==> src/rtl/servant_wb_loader.sv <==
// servant_wb_loader
//   Boot loader that receives a program image over a UART line and writes it
//   into servant_ram through a Wishbone initiator port. The CPU is held in
//   reset through o_busy until the whole image has been written.
//
//   Image format: 4-byte little-endian word count N, then N little-endian
//   data words. When LOADER_CHECKSUM_EN is defined, a 4-byte little-endian
//   trailer follows. It must equal the 32-bit wrap-around sum of the data
//   words, otherwise o_err is set.
//
//   Parameters: CLK_DIV (clocks per UART bit, >= 4), depth (memory bytes, 2^n)
//
//   Ports:
//     i_wb_clk, i_wb_rst  clock, asynchronous active-high reset
//     i_rx                UART line, 8N1, idle high, LSB first
//     o_wb_adr/dat/sel/we/cyc, i_wb_ack   Wishbone write initiator
//     o_busy              loader owns the bus (CPU held in reset)
//     o_done              image fully written (sticky)
//     o_err               sticky framing / overrun / checksum error
//
//   Loader FSM states:
//     state   | meaning
//     HDR     | collecting the 4-byte word count
//     DATA    | assembling words and writing them to memory
//     CSUM    | collecting the checksum trailer (LOADER_CHECKSUM_EN only)
//     DONE    | image loaded, bus released, further bytes ignored
module servant_wb_loader #(
  parameter int CLK_DIV = 87,
  parameter int depth   = 8192
) (
  input  logic        i_wb_clk,
  input  logic        i_wb_rst,
  input  logic        i_rx,
  output logic [31:0] o_wb_adr,
  output logic [31:0] o_wb_dat,
  output logic [3:0]  o_wb_sel,
  output logic        o_wb_we,
  output logic        o_wb_cyc,
  input  logic        i_wb_ack,
  output logic        o_busy,
  output logic        o_done,
  output logic        o_err
);

  localparam int AW = $clog2(depth);
  localparam int CW = $clog2(CLK_DIV);
  localparam logic [CW-1:0] HALF = CW'(CLK_DIV / 2 - 1);
  localparam logic [CW-1:0] FULL = CW'(CLK_DIV - 1);

  localparam logic [1:0] RX_IDLE  = 2'd0;
  localparam logic [1:0] RX_START = 2'd1;
  localparam logic [1:0] RX_DATA  = 2'd2;
  localparam logic [1:0] RX_STOP  = 2'd3;

  localparam logic [1:0] ST_HDR  = 2'd0;
  localparam logic [1:0] ST_DATA = 2'd1;
  localparam logic [1:0] ST_DONE = 2'd3;
`ifdef LOADER_CHECKSUM_EN
  localparam logic [1:0] ST_CSUM = 2'd2;
  localparam logic [1:0] ST_TAIL = ST_CSUM;
`else
  localparam logic [1:0] ST_TAIL = ST_DONE;
`endif

  // ---------------- UART receiver ----------------
  logic          rx_s1, rx_s2, rx_d;
  logic [1:0]    rx_state;
  logic [CW-1:0] rx_cnt;
  logic [2:0]    bit_idx;
  logic [7:0]    rx_sh;
  logic          tick;
  logic          byte_ok;
  logic          frame_err;

  assign tick      = (rx_cnt == '0);
  // Stop-bit decision is used combinationally so the word is acted on
  // in the cycle right after the stop-bit sample.
  assign byte_ok   = (rx_state == RX_STOP) && tick && rx_s2;
  assign frame_err = (rx_state == RX_STOP) && tick && !rx_s2;

  always_ff @(posedge i_wb_clk or posedge i_wb_rst) begin
    if (i_wb_rst) begin
      rx_s1    <= 1'b1;
      rx_s2    <= 1'b1;
      rx_d     <= 1'b1;
      rx_state <= RX_IDLE;
      rx_cnt   <= '0;
      bit_idx  <= '0;
      rx_sh    <= '0;
    end else begin
      rx_s1 <= i_rx;
      rx_s2 <= rx_s1;
      rx_d  <= rx_s2;
      case (rx_state)
        RX_IDLE: begin
          if (rx_d && !rx_s2) begin
            rx_state <= RX_START;
            rx_cnt   <= HALF;
          end
        end
        RX_START: begin
          if (tick) begin
            // A start bit that is high again at mid-bit was only a glitch.
            rx_state <= rx_s2 ? RX_IDLE : RX_DATA;
            rx_cnt   <= FULL;
            bit_idx  <= '0;
          end else begin
            rx_cnt <= rx_cnt - 1'b1;
          end
        end
        RX_DATA: begin
          if (tick) begin
            rx_sh   <= {rx_s2, rx_sh[7:1]};
            bit_idx <= bit_idx + 3'd1;
            rx_cnt  <= FULL;
            if (bit_idx == 3'd7) rx_state <= RX_STOP;
          end else begin
            rx_cnt <= rx_cnt - 1'b1;
          end
        end
        default: begin
          if (tick) rx_state <= RX_IDLE;
          else      rx_cnt   <= rx_cnt - 1'b1;
        end
      endcase
    end
  end

  // ---------------- loader FSM / Wishbone initiator ----------------
  logic [1:0]    state;
  logic [1:0]    byte_cnt;
  logic [23:0]   byte_buf;
  logic [31:0]   words_left;
  logic [AW-1:0] adr_q;
  logic [31:0]   word;
  logic          word_ok;
`ifdef LOADER_CHECKSUM_EN
  logic [31:0]   csum;
`endif

  assign word    = {rx_sh, byte_buf};
  assign word_ok = byte_ok && (byte_cnt == 2'd3) && (state != ST_DONE);

  always_ff @(posedge i_wb_clk or posedge i_wb_rst) begin
    if (i_wb_rst) begin
      state      <= ST_HDR;
      byte_cnt   <= '0;
      byte_buf   <= '0;
      words_left <= '0;
      adr_q      <= '0;
      o_wb_dat   <= '0;
      o_wb_cyc   <= 1'b0;
      o_wb_we    <= 1'b0;
      o_err      <= 1'b0;
`ifdef LOADER_CHECKSUM_EN
      csum       <= '0;
`endif
    end else begin
      if (frame_err) o_err <= 1'b1;
      if (byte_ok && state != ST_DONE) begin
        byte_cnt <= byte_cnt + 2'd1;
        byte_buf <= {rx_sh, byte_buf[23:8]};
      end
      case (state)
        ST_HDR: begin
          if (word_ok) begin
            words_left <= word;
            adr_q      <= '0;
            state      <= (word == 32'd0) ? ST_TAIL : ST_DATA;
          end
        end
        ST_DATA: begin
          if (o_wb_cyc && i_wb_ack) begin
            o_wb_cyc   <= 1'b0;
            o_wb_we    <= 1'b0;
            adr_q      <= adr_q + AW'(4);
            words_left <= words_left - 32'd1;
            if (words_left == 32'd1) state <= ST_TAIL;
          end
          // A word completing while the previous write is still open is
          // dropped; this includes the cycle in which the ack arrives.
          if (word_ok) begin
            if (o_wb_cyc) begin
              o_err <= 1'b1;
            end else begin
              o_wb_dat <= word;
              o_wb_cyc <= 1'b1;
              o_wb_we  <= 1'b1;
`ifdef LOADER_CHECKSUM_EN
              csum     <= csum + word;
`endif
            end
          end
        end
`ifdef LOADER_CHECKSUM_EN
        ST_CSUM: begin
          if (word_ok) begin
            if (word != csum) o_err <= 1'b1;
            state <= ST_DONE;
          end
        end
`endif
        default: ;
      endcase
    end
  end

  assign o_wb_adr = 32'(adr_q);
  assign o_wb_sel = 4'hf;
  assign o_busy   = (state != ST_DONE);
  assign o_done   = (state == ST_DONE);

endmodule

==> config.mk <==
export PLATFORM = sky130hd
export DESIGN_NAME = servant_wb_loader
export DESIGN_NICKNAME = d
export VERILOG_FILES = /design/src/rtl/servant_wb_loader.sv
export SDC_FILE = /design/constraint.sdc
export NUM_CORES = 1
export LEC_CHECK = 0
export CORE_AREA = 2 2 137 85
export CTS_CLUSTER_SIZE = 14
export DETAILED_ROUTE_END_ITERATION = 7
export DIE_AREA = 0 0 139 87
export PLACE_DENSITY = 0.91
export SKIP_CTS_REPAIR_TIMING = 1
export SLEW_MARGIN = 20
export SYNTH_ARGS = -nofsm -noshare
export SYNTH_HDL_FRONTEND = slang
export SYNTH_SLANG_ARGS = --single-unit
==> constraint.sdc <==
create_clock -name i_wb_clk -period 10.2 [get_ports i_wb_clk]
set_clock_uncertainty 0.1 [all_clocks]
set_input_delay 1.53 -clock i_wb_clk [delete_from_list [all_inputs] [get_ports i_wb_clk]]
set_output_delay 1.53 -clock i_wb_clk [all_outputs]
set_load 0.05 [all_outputs]
Yosys cells after proc, flatten, opt, wreduce, memory -nomap -nowiden
Cells that the tools add are included.
{"block": "classes", "bitwise": 1, "n_eq_ne": 17, "muxes": 35, "n_reduce_logical": 24, "addsub": 5}
{"operator": "$mux W32", "count": 2}
{"operator": "$pmux W32 S2", "count": 1}
{"operator": "$eq A32 B1 Y1 const B", "count": 1}
{"operator": "$logic_not A32 Y1", "count": 1}
{"operator": "$sub A32 B1 Y32 const B", "count": 1}
{"operator": "$mux W13", "count": 2}
{"operator": "$pmux W13 S2", "count": 1}
{"operator": "$mux W7", "count": 3}
{"operator": "$mux W2", "count": 10}
{"operator": "$ne A2 B2 Y1 const B", "count": 8}
{"operator": "$pmux W7 S2", "count": 1}
{"operator": "$add A13 B3 Y13 const B", "count": 1}
{"operator": "$mux W1", "count": 10}
{"operator": "$reduce_and A3 Y1", "count": 3}
{"operator": "$eq A2 B2 Y1 const B", "count": 4}
{"operator": "$logic_and A1 B1 Y1", "count": 8}
{"operator": "$logic_not A7 Y1", "count": 1}
{"operator": "$sub A7 B1 Y7 const B", "count": 1}
{"operator": "$mux W3", "count": 2}
{"operator": "$pmux W2 S3", "count": 1}
{"operator": "$pmux W3 S2", "count": 1}
{"operator": "$reduce_bool A2 Y1", "count": 3}
{"operator": "$reduce_and A5 Y1", "count": 1}
{"operator": "$eq A2 B1 Y1 const B", "count": 2}
{"operator": "11 further kinds", "count": 13}
{"block": "totals", "input_bits": 4, "out_inout_bits": 73, "regBits": 131}

Logic depth before layout (Yosys ltp)
Gate-level depths: netlist of run 1.
{"block": "depth", "depth_word": 7, "mapped_depth": 10}

Worst setup path after synthesis of run 1
Ideal clock, no wire load.
{"block": "synth_path", "path_kind": "flip-flop to output port", "startpoint": "reg state[0]", "endpoint": "out o_done", "required_time_ps": 8570, "arrival_time_ps": 1212, "path_slack_ps": 7358, "path_stages_with_launch": 3, "n_path_buf": 0, "cell_sequence": "dfrtp_1 > nand2_1 > inv_1"}
{"block": "synth_between", "elab_chain_cells": 1}
{"item": "start: declaration", "line": "130", "source": "logic [1:0] state;"}
{"item": "start signal: assignment", "line": "169", "source": "state <= (word == 32'd0) ? ST_TAIL : ST_DATA;"}
{"item": "$eq A2 B2 Y1", "line": "211", "source": "assign o_done = (state == ST_DONE);"}
{"item": "end: declaration", "line": "41", "source": "output logic o_done,"}
No other way between the ends.

Worst setup path in the final report of run 1
{"block": "layout_path", "startpoint": "reg rx_cnt[0]", "endpoint": "reg o_wb_dat[14]"}
{"block": "layout_between", "elab_chain_cells": 6}
{"item": "start: declaration", "line": "68", "source": "logic [CW-1:0] rx_cnt;"}
{"item": "start signal: assignment", "line": "108", "source": "rx_cnt <= rx_cnt - 1'b1;"}
{"item": "start signal: assignment", "line": "118", "source": "rx_cnt <= rx_cnt - 1'b1;"}
{"item": "start signal: assignment", "line": "123", "source": "else rx_cnt <= rx_cnt - 1'b1;"}
{"item": "$logic_not A7 Y1", "line": "75", "source": "assign tick = (rx_cnt == '0);"}
{"item": "$logic_and A1 B1 Y1 (2 in a row)", "line": "78", "source": "assign byte_ok = (rx_state == RX_STOP) && tick && rx_s2;"}
{"item": "$logic_and A1 B1 Y1 (2 in a row)", "line": "142", "source": "assign word_ok = byte_ok && (byte_cnt == 2'd3) && (state != ST_DONE);"}
{"item": "$reduce_and A3 Y1 (no line)"}
{"item": "end signal: assignment", "line": "186", "source": "o_wb_dat <= word;"}
{"item": "end: declaration", "line": "35", "source": "output logic [31:0] o_wb_dat,"}
No other way between the ends.
A chain may end at the register's enable or synchronous reset.

==> results of run 1 <==
path summary, 6_finish.rpt:
check	startpoint	endpoint	cells past startpoint
worst max-delay path	rx_cnt[0]	o_wb_dat[14]	7
worst min-delay path	rx_s1	rx_s2	0
worst max register to register	rx_cnt[0]	o_wb_dat[14]	7
worst min register to register	rx_s1	rx_s2	0
max in group asynchronous	i_wb_rst	o_wb_dat[11]	3
min in group asynchronous	i_wb_rst	o_wb_dat[20]	2
critical path, stage by stage, from the launching register on:
cell     delay (ns)
dfrtp_1        0.41
inv_1          0.10
ha_1           0.15
nor4b_2        0.48
nand4_2        0.93
nor3_4         1.02
buf_4          0.40
mux2_2         0.38
synth_stat cells (4+ instances only):
library cell	n	area share
o22ai_1	5	0.0048
nor2_1	39	0.023
nand2b_1	4	0.0039
buf_4	28	0.032
xor2_1	8	0.011
o21ai_0	35	0.027
a21o_1	5	0.0058
a22o_1	8	0.011
or4_1	9	0.010
inv_1	13	0.0075
or3_1	4	0.0039
nand2_1	36	0.021
mux2_2	64	0.11
o22a_1	6	0.0081
o31ai_1	4	0.0046
o211ai_1	5	0.0058
a22oi_1	4	0.0046
nor4_1	10	0.0096
ha_1	13	0.025
buf_2	5	0.0039
nor3_1	17	0.013
a31oi_1	11	0.011
dfrtp_1	126	0.49
and3_1	4	0.0039
and4_1	4	0.0054
nand4_1	11	0.011
nand3_1	11	0.0085
a21oi_1	38	0.029
clkbuf_1	20	0.012
cell type report:
cell class	instances	area, sq um	area share
clock buffer	22	454	0.0598
clock inverter	10	135	0.0178
sequential	129	3230	0.426
tap	144	180	0.0237
timing repair buffer	57	556	0.0732
multi-input combinational	431	2980	0.393
inverter	13	51.3	0.00676
registers in the layout, indices dropped and copies added, names as in the netlist:
signal	flops
o_wb_cyc	1
rx_state	2
rx_s1	1
bit_idx	3
adr_q	11
state	2
byte_buf	24
rx_s2	1
o_wb_dat	32
o_wb_we	1
words_left	32
byte_cnt	2
o_err	1
rx_cnt	7
rx_sh	8
rx_d	1
where the power goes:
part,internal (uW),switching [uW],leakage (uW)
registers,542,34.5,0.00176
clock network,390,222,0.000288
logic,94.6,169,0.00148
placed cells by master (no fill, tap or decap), drive strengths merged, types with 8 or more instances in the layout:
cell / n
dfrtp: 126
mux2: 65
clkdlybuf4s50: 51
nor2: 39
a21oi: 39
nand2: 36
o21ai: 35
conb: 25
clkbuf: 22
nor3: 18
ha: 13
inv: 13
nand4: 12
nor4: 12
nand3: 11
a31oi: 11
or4: 11
a22o: 8
xor2: 8
logic make-up (layout without fill, tap and decap cells):
group | after synthesis | after routing | synth area share
other cells | 2 | 25 | 0.00116
buf+inv | 69 | 102 | 0.0582
flops | 129 | 129 | 0.497
compound gates | 147 | 147 | 0.148
mux | 67 | 67 | 0.116
simple gates | 169 | 169 | 0.141
xor+xnor | 10 | 10 | 0.0135
fa+ha+maj | 13 | 13 | 0.0250
per-stage QoR:
stage,utilization,hold WS [ns],power [uW],cell area [sq um],setup slack [ns]
after floorplan,-,0.245,786,6580,5.13
after global placement,0.639,0.247,821,7000,6.44
after detailed placement,0.639,0.251,839,7000,6.15
after CTS,0.692,0.259,1450,7590,6.11
after global routing,0.693,0.265,1510,7590,5.85
final,0.693,0.258,1450,7590,6.09
layer usage:
metal  GRT usage  routed length (um)
met1       0.379                6920
met2       0.433                7500
met3      0.0852                1810
met4       0.124                 478
met5           0                   0
==> reports/results.txt, run 1 <==
Status: completed
Seq/Total Area, Yosys: 0.497
Layout Cells excl Fill: 806
Reg2Reg Setup Slack: 6.09 ns
Post-Route WL: 16700 um
Worst vdd ir: 0.000142 V
PD cells: 191 mW/mm^2
TritonCTS buffer count: 17
IO Pins: 77
RSZ-0062 raised after global routing: no
Mapped Area: 0.00650 sq mm
Largest fanout on the critical path: 28
Async SR Flop Fraction: 1.00
Synth Flop Type: dfrtp_1
Layout cell share with drive strength beyond 1: 0.178
DRT Pass-1 Iters: 7
First-pass GRT wire length: 26300 um
Maximum clock rate: 243 MHz
Die area: 0.0121 sq mm
Post-Syn Instances: 606
Congestion Overflow GR: 0
Crit path required time: 10.39 ns
Core ar.: 0.0110 sq mm
Clk buf depth: 2
Final net count: 666
WL per Instance: 20.7 um
Worst hold path type: reg2reg
Initial antenna violation count: 0
CTS H-tree depth: 4
CTS tree: yes
Setup TNS: 0 ns
Clock slew at reported path FFs: 0.05 ns
IO buf count: 51
Clock Sinks: 129
Root buf cell: clkbuf_16
Antenna Nets Post-Route: 0
Die height: 87 um
Global placement routability congestion: 0.915
Worst setup SP type: register
Yosys warns: 0
Placed cell count: 774
Final HPWL DP: 10900 um
Tot GR Track Use: 0.282
Worst setup path class: reg2reg
#FFs+latches synth: 129
Post-synth EDFFs: 0
Number of global-route vias before repair: 4983
Area growth syn-to-layout: 16.9%
Worst-Skew Late Latency: 0.41 ns
Rel. slew slack: 0.314
Layout fillers: 743
Initial DRC Count: 730
Routed vias/inst: 6.62
Final worst-path cycle share: 0.403
Final Critical Period: 4.11 ns
Pin count of the biggest net entering global routing: 72
Setup Viol. Count Final: 0
Ant diodes: 0
Distinct cells, synth: 68
Final Hold Viols: 0
CP arrival: 4.31 ns
Maximum capacitance violations: 0
Rows: 30
Fin. max-slew vios: 0
Least-Margin Pin Slew: 1.03 ns
LEAKAGE: 0.00353 uW
DRC viols: 0
Post-synthesis area per instance: 10.7 sq um
Via count: 5332
Crit. End Element: register
Initial core utilization: 0.593
Die width: 139 um
No activity file was read; power rests on OpenSTA's default activity.
==> run 2: changes to the inputs <==
--- a/config.mk
+++ b/config.mk
@@ -5,11 +5,11 @@
 export SDC_FILE = /design/constraint.sdc
 export NUM_CORES = 1
 export LEC_CHECK = 0
-export CORE_AREA = 2 2 137 85
+export CORE_AREA = 2 2 143 89
 export CTS_CLUSTER_SIZE = 14
 export DETAILED_ROUTE_END_ITERATION = 7
-export DIE_AREA = 0 0 139 87
-export PLACE_DENSITY = 0.91
+export DIE_AREA = 0 0 145 91
+export PLACE_DENSITY = 0.85
 export SKIP_CTS_REPAIR_TIMING = 1
 export SLEW_MARGIN = 20
 export SYNTH_ARGS = -nofsm -noshare
==> constraint.sdc (replaced) <==
create_clock -name i_wb_clk -period 3.8 [get_ports i_wb_clk]
set_clock_uncertainty 0.1 [all_clocks]
set_input_delay 0.57 -clock i_wb_clk [delete_from_list [all_inputs] [get_ports i_wb_clk]]
set_output_delay 0.57 -clock i_wb_clk [all_outputs]
set_load 0.05 [all_outputs]
==> reports/results.txt, run 2 (synthesis results as in run 1) <==
Status: completed
Initial core utilization: 0.549
TritonCTS buffer count: 17
Antenna Nets Post-Route: 0
Rows: 31
DP Worst Slack: 0.724 ns
Maximum capacitance violations: 0
Crit. End Element: register
Setup crit end: words_left[11]
RSZ-0062 raised after global routing: no
Ant diodes: 0
Most frequent cells in the layout: dfrtp_1, mux2_2, clkdlybuf4s50_1, nor2_1, a21oi_1
Placed cell count: 798
Worst setup SP type: register
P_int: 2680 uW
Largest fanout on the critical path: 28
IO Pins: 77
Layout Cells excl Fill: 830
Pin count of the biggest net entering global routing: 72
Clk buf depth: 2
Root buf cell: clkbuf_16
CP arrival: 3.36 ns
Post-route cell area: 0.00765 sq mm
LEAKAGE: 0.00354 uW
CTS tree: yes
Final worst-path cycle share: 0.831
Final net count: 669
IO buf count: 51
DRC viols: 0
Combinational share of power: 0.181
Worst Setup SP: rx_cnt[0]
Via count: 5195
Maximum clock rate: 317 MHz
Commonest non-fill, non-tap cell in the layout: dfrtp_1
Die width: 145 um
Core ar.: 0.0118 sq mm
Final Hold Viols: 0
Worst setup path class: reg2reg
Tot GR Track Use: 0.253
Least-Margin Pin Slew: 0.896 ns
Layout cell share with drive strength beyond 1: 0.188
Final HPWL DP: 10900 um
Global placement routability congestion: 0.941
Setup TNS: 0 ns
WL per Instance: 19.6 um
Clock Power Share: 0.419
Clock slew at reported path FFs: 0.06 ns
Fin. max-slew vios: 0
Number of global-route vias before repair: 4939
Worst R2R Start: rx_cnt[0]
Clock Sinks: 129
Reg2Reg Depth: 7
Sw Pwr: 1180 uW
Die area: 0.0132 sq mm
Worst-Skew Late Latency: 0.42 ns
Area growth syn-to-layout: 17.8%
Largest regs: o_wb_dat: 32 flops, words_left: 32 flops, byte_buf: 24 flops
Worst hold path type: reg2reg
Reg2reg end: words_left[11]
Congestion Overflow GR: 0
Routed vias/inst: 6.26
Switch share: 0.306
Die height: 91 um
Sequential fraction of design power: 0.400
PD cells: 505 mW/mm^2
Post-Route WL: 16300 um
Crit path required time: 4.00 ns
Initial DRC Count: 717
Reg2Reg Setup Slack: 0.64 ns
Rel. slew slack: 0.402
Setup Viol. Count Final: 0
CTS H-tree depth: 4
Post-DP Area: 0.00706 sq mm
Fin worst setup slack: 0.642 ns
Initial antenna violation count: 0
Final Critical Period: 3.16 ns
First-pass GRT wire length: 26300 um
DRT Pass-1 Iters: 7
Worst vdd ir: 0.000341 V
==> run 2: cell types whose count changed in the layout (fill, tap and decap cells not counted), sizes merged <==
cell / change
clkinvlp: +1
inv: +1
clkinv: +4
bufinv: -1
buf: +3
clkbuf: -5
==> run 2: area by class of cell <==
class                           instances  area, sq um
Tap cell                              165          206
Fill cell                             882         4180
Inverter                               13         52.6
Clock inverter                         15          161
Timing Repair Buffer                   60          591
Clock buffer                           17          425
Sequential cell                       129         3230
Multi-Input combinational cell        431         2980
==> run 2: worst min-delay path by stage <==
stage / from / to / slack, ns / depth (start not counted)
after floorplan: rx_s1 / rx_s2 / 0.25 / 0
after global placement: rx_s1 / rx_s2 / 0.25 / 0
after detailed placement: rx_s1 / rx_s2 / 0.25 / 0
after CTS: rx_s1 / rx_s2 / 0.26 / 0
after global routing: rx_s1 / rx_s2 / 0.26 / 0
final: rx_s1 / rx_s2 / 0.25 / 0
==> run 2: metal layers <==
layer	vias to the layer above	wire length, um	GRT usage
met5	-	0	0
met4	0	422	0.103
met3	51	1610	0.0809
met2	304	7140	0.372
met1	2542	7130	0.348
li1	2298	-	-
==> run 2: critical path: stages (launching register included) <==
cell and delay [ns]:
dfrtp_1 0.41, inv_1 0.10, ha_1 0.14, nor4b_2 0.51, and4_1 0.73, or2_2 0.59
o21ai_0 0.23, a22o_1 0.22
==> run 2: power by group through the flow <==
stage | combinational [uW] | clock [uW] | sequential (uW)
2_1_floorplan | 553 | 0 | 1560
3_3_place_gp | 646 | 0 | 1560
3_5_place_dp | 689 | 0 | 1560
4_1_cts | 691 | 1640 | 1540
5_1_grt | 768 | 1710 | 1560
6_report | 699 | 1620 | 1540
==> run 2: per-stage QoR <==
stage               power (uW)   util  hold WS [ns]
floorplan                 2110      -         0.245
global placement          2210  0.597         0.246
detailed placement        2250  0.597         0.247
CTS                       3870  0.647         0.256
global route              4030  0.647         0.260
finish                    3860  0.647         0.255
==> run 3: changes to the inputs <==
--- a/config.mk
+++ b/config.mk
@@ -5,11 +5,11 @@
 export SDC_FILE = /design/constraint.sdc
 export NUM_CORES = 1
 export LEC_CHECK = 0
-export CORE_AREA = 2 2 143 89
+export CORE_AREA = 2 2 149 93
 export CTS_CLUSTER_SIZE = 14
 export DETAILED_ROUTE_END_ITERATION = 7
-export DIE_AREA = 0 0 145 91
-export PLACE_DENSITY = 0.85
+export DIE_AREA = 0 0 151 95
+export PLACE_DENSITY = 0.82
 export SKIP_CTS_REPAIR_TIMING = 1
 export SLEW_MARGIN = 20
 export SYNTH_ARGS = -nofsm -noshare
==> constraint.sdc (replaced) <==
create_clock -name i_wb_clk -period 2.9 [get_ports i_wb_clk]
set_clock_uncertainty 0.1 [all_clocks]
set_input_delay 0.435 -clock i_wb_clk [delete_from_list [all_inputs] [get_ports i_wb_clk]]
set_output_delay 0.435 -clock i_wb_clk [all_outputs]
set_load 0.05 [all_outputs]
==> reports/results.txt, run 3 (synthesis results as in run 1) <==
Status: completed
Maximum clock rate: 381 MHz
Maximum capacitance violations: 0
Pin count of the biggest net entering global routing: 45
Setup TNS: 0 ns
Slowest-stage cell, CP: or4_1
TritonCTS buffer count: 17
Via count: 5208
Initial DRC Count: 629
Worst vdd ir: 0.000354 V
Clk buf depth: 2
Util after Layout: 0.590
Worst setup path class: reg2reg
Delay-heaviest family, CP: simple AND/OR/NAND/NOR gates
CP peak stage delay: 0.69 ns
Post-Route WL: 16600 um
Worst Setup SP: words_left[16]
Worst-Skew Late Latency: 0.42 ns
Crit path required time: 3.08 ns
CTS H-tree depth: 4
Fin. max-slew vios: 0
Reg2Reg Depth: 5
Rel. slew slack: 0.523
Hold path depth: 0
Reg2reg end: words_left[29]
Die area: 0.0143 sq mm
CP Cell Sequence: or4_1, nor4_4, nand4_1, o32ai_1, a21oi_1
Layout cell share with drive strength beyond 1: 0.200
Worst setup SP type: register
Global placement routability congestion: 0.875
Worst hold path type: reg2reg
DRC viols: 0
Largest regs: o_wb_dat: 32 flops, words_left: 32 flops, byte_buf: 24 flops
CP arrival: 2.80 ns
Most frequent cells in the layout: dfrtp_1, mux2_2, clkdlybuf4s50_1, nor2_1, a21oi_1
Least-Margin Pin Slew: 0.710 ns
Tot GR Track Use: 0.246
Hold path endpoint: rx_s2
Root buf cell: clkbuf_16
First-pass GRT wire length: 26800 um
Crit. End Element: register
IO buf count: 51
Number of global-route vias before repair: 4969
Die height: 95 um
Setup Viol. Count Final: 0
Final Critical Period: 2.62 ns
Final worst-path cycle share: 0.905
Worst R2R Start: words_left[16]
Final Hold Viols: 0
Die width: 151 um
Ant diodes: 0
DRT Pass-1 Iters: 5
LEAKAGE: 0.00359 uW
CTS tree: yes
WL per Instance: 19.5 um
Hold path start: rx_s1
Congestion Overflow GR: 0
Rows: 33
Final HPWL DP: 11600 um
Initial antenna violation count: 0
Commonest non-fill, non-tap cell in the layout: dfrtp_1
Area growth syn-to-layout: 19.2%
Antenna Nets Post-Route: 0
PD cells: 649 mW/mm^2
Clock slew at reported path FFs: 0.06 ns
Worst path bufs/invs: 0
Reg2Reg Setup Slack: 0.28 ns
DP Worst Slack: 0.139 ns
Final net count: 680
IO Pins: 77
Routed vias/inst: 6.12
Core ar.: 0.0131 sq mm
Clock Sinks: 129
Largest fanout on the critical path: 8
Initial core utilization: 0.495
RSZ-0062 raised after global routing: no
Fin worst setup slack: 0.275 ns
## run 3: stage by stage
step / std cells / hold slack (ns) / total power [uW] / area (sq um)
CTS: 851 / 0.261 / 5020 / 7730
detailed placement: 819 / 0.247 / 2960 / 7160
floorplan: 629 / 0.245 / 2760 / 6590
global route: 851 / 0.262 / 5240 / 7740
finish: 851 / 0.259 / 5020 / 7740
global placement: 819 / 0.246 / 2910 / 7160
## run 3: power by group
group	internal, uW	switching [uW]
logic	343	584
registers	1900	131
clock network	1220	843
## run 3: worst max-delay path by stage
| stage | end | cells past startpoint |
|---|---|---|
| floorplan | o_wb_dat[10] | 7 |
| global placement | words_left[15] | 6 |
| detailed placement | words_left[15] | 6 |
| CTS | words_left[15] | 7 |
| global route | words_left[24] | 8 |
| finish | words_left[29] | 5 |
## run 3: worst reg2reg max path, cell delays in order (launching register included)
cell	delay, ns
dfrtp_1	0.44
or4_1	0.69
nor4_4	0.53
nand4_1	0.32
o32ai_1	0.30
a21oi_1	0.10
## run 3: area by class of cell
type | count | area, sq um
Clock buffer | 19 | 443
Clock inverter | 13 | 129
Fill cell | 1051 | 5390
Inverter | 13 | 52.6
Multi-Input combinational cell | 431 | 2990
Sequential cell | 129 | 3230
Tap cell | 175 | 219
Timing Repair Buffer | 71 | 673
## run 3: metal layers
metal | part of all wire | GRT usage
met5 | 0 | 0
met2 | 0.43 | 0.353
met1 | 0.47 | 0.361
met4 | 0.020 | 0.0810
met3 | 0.085 | 0.0671
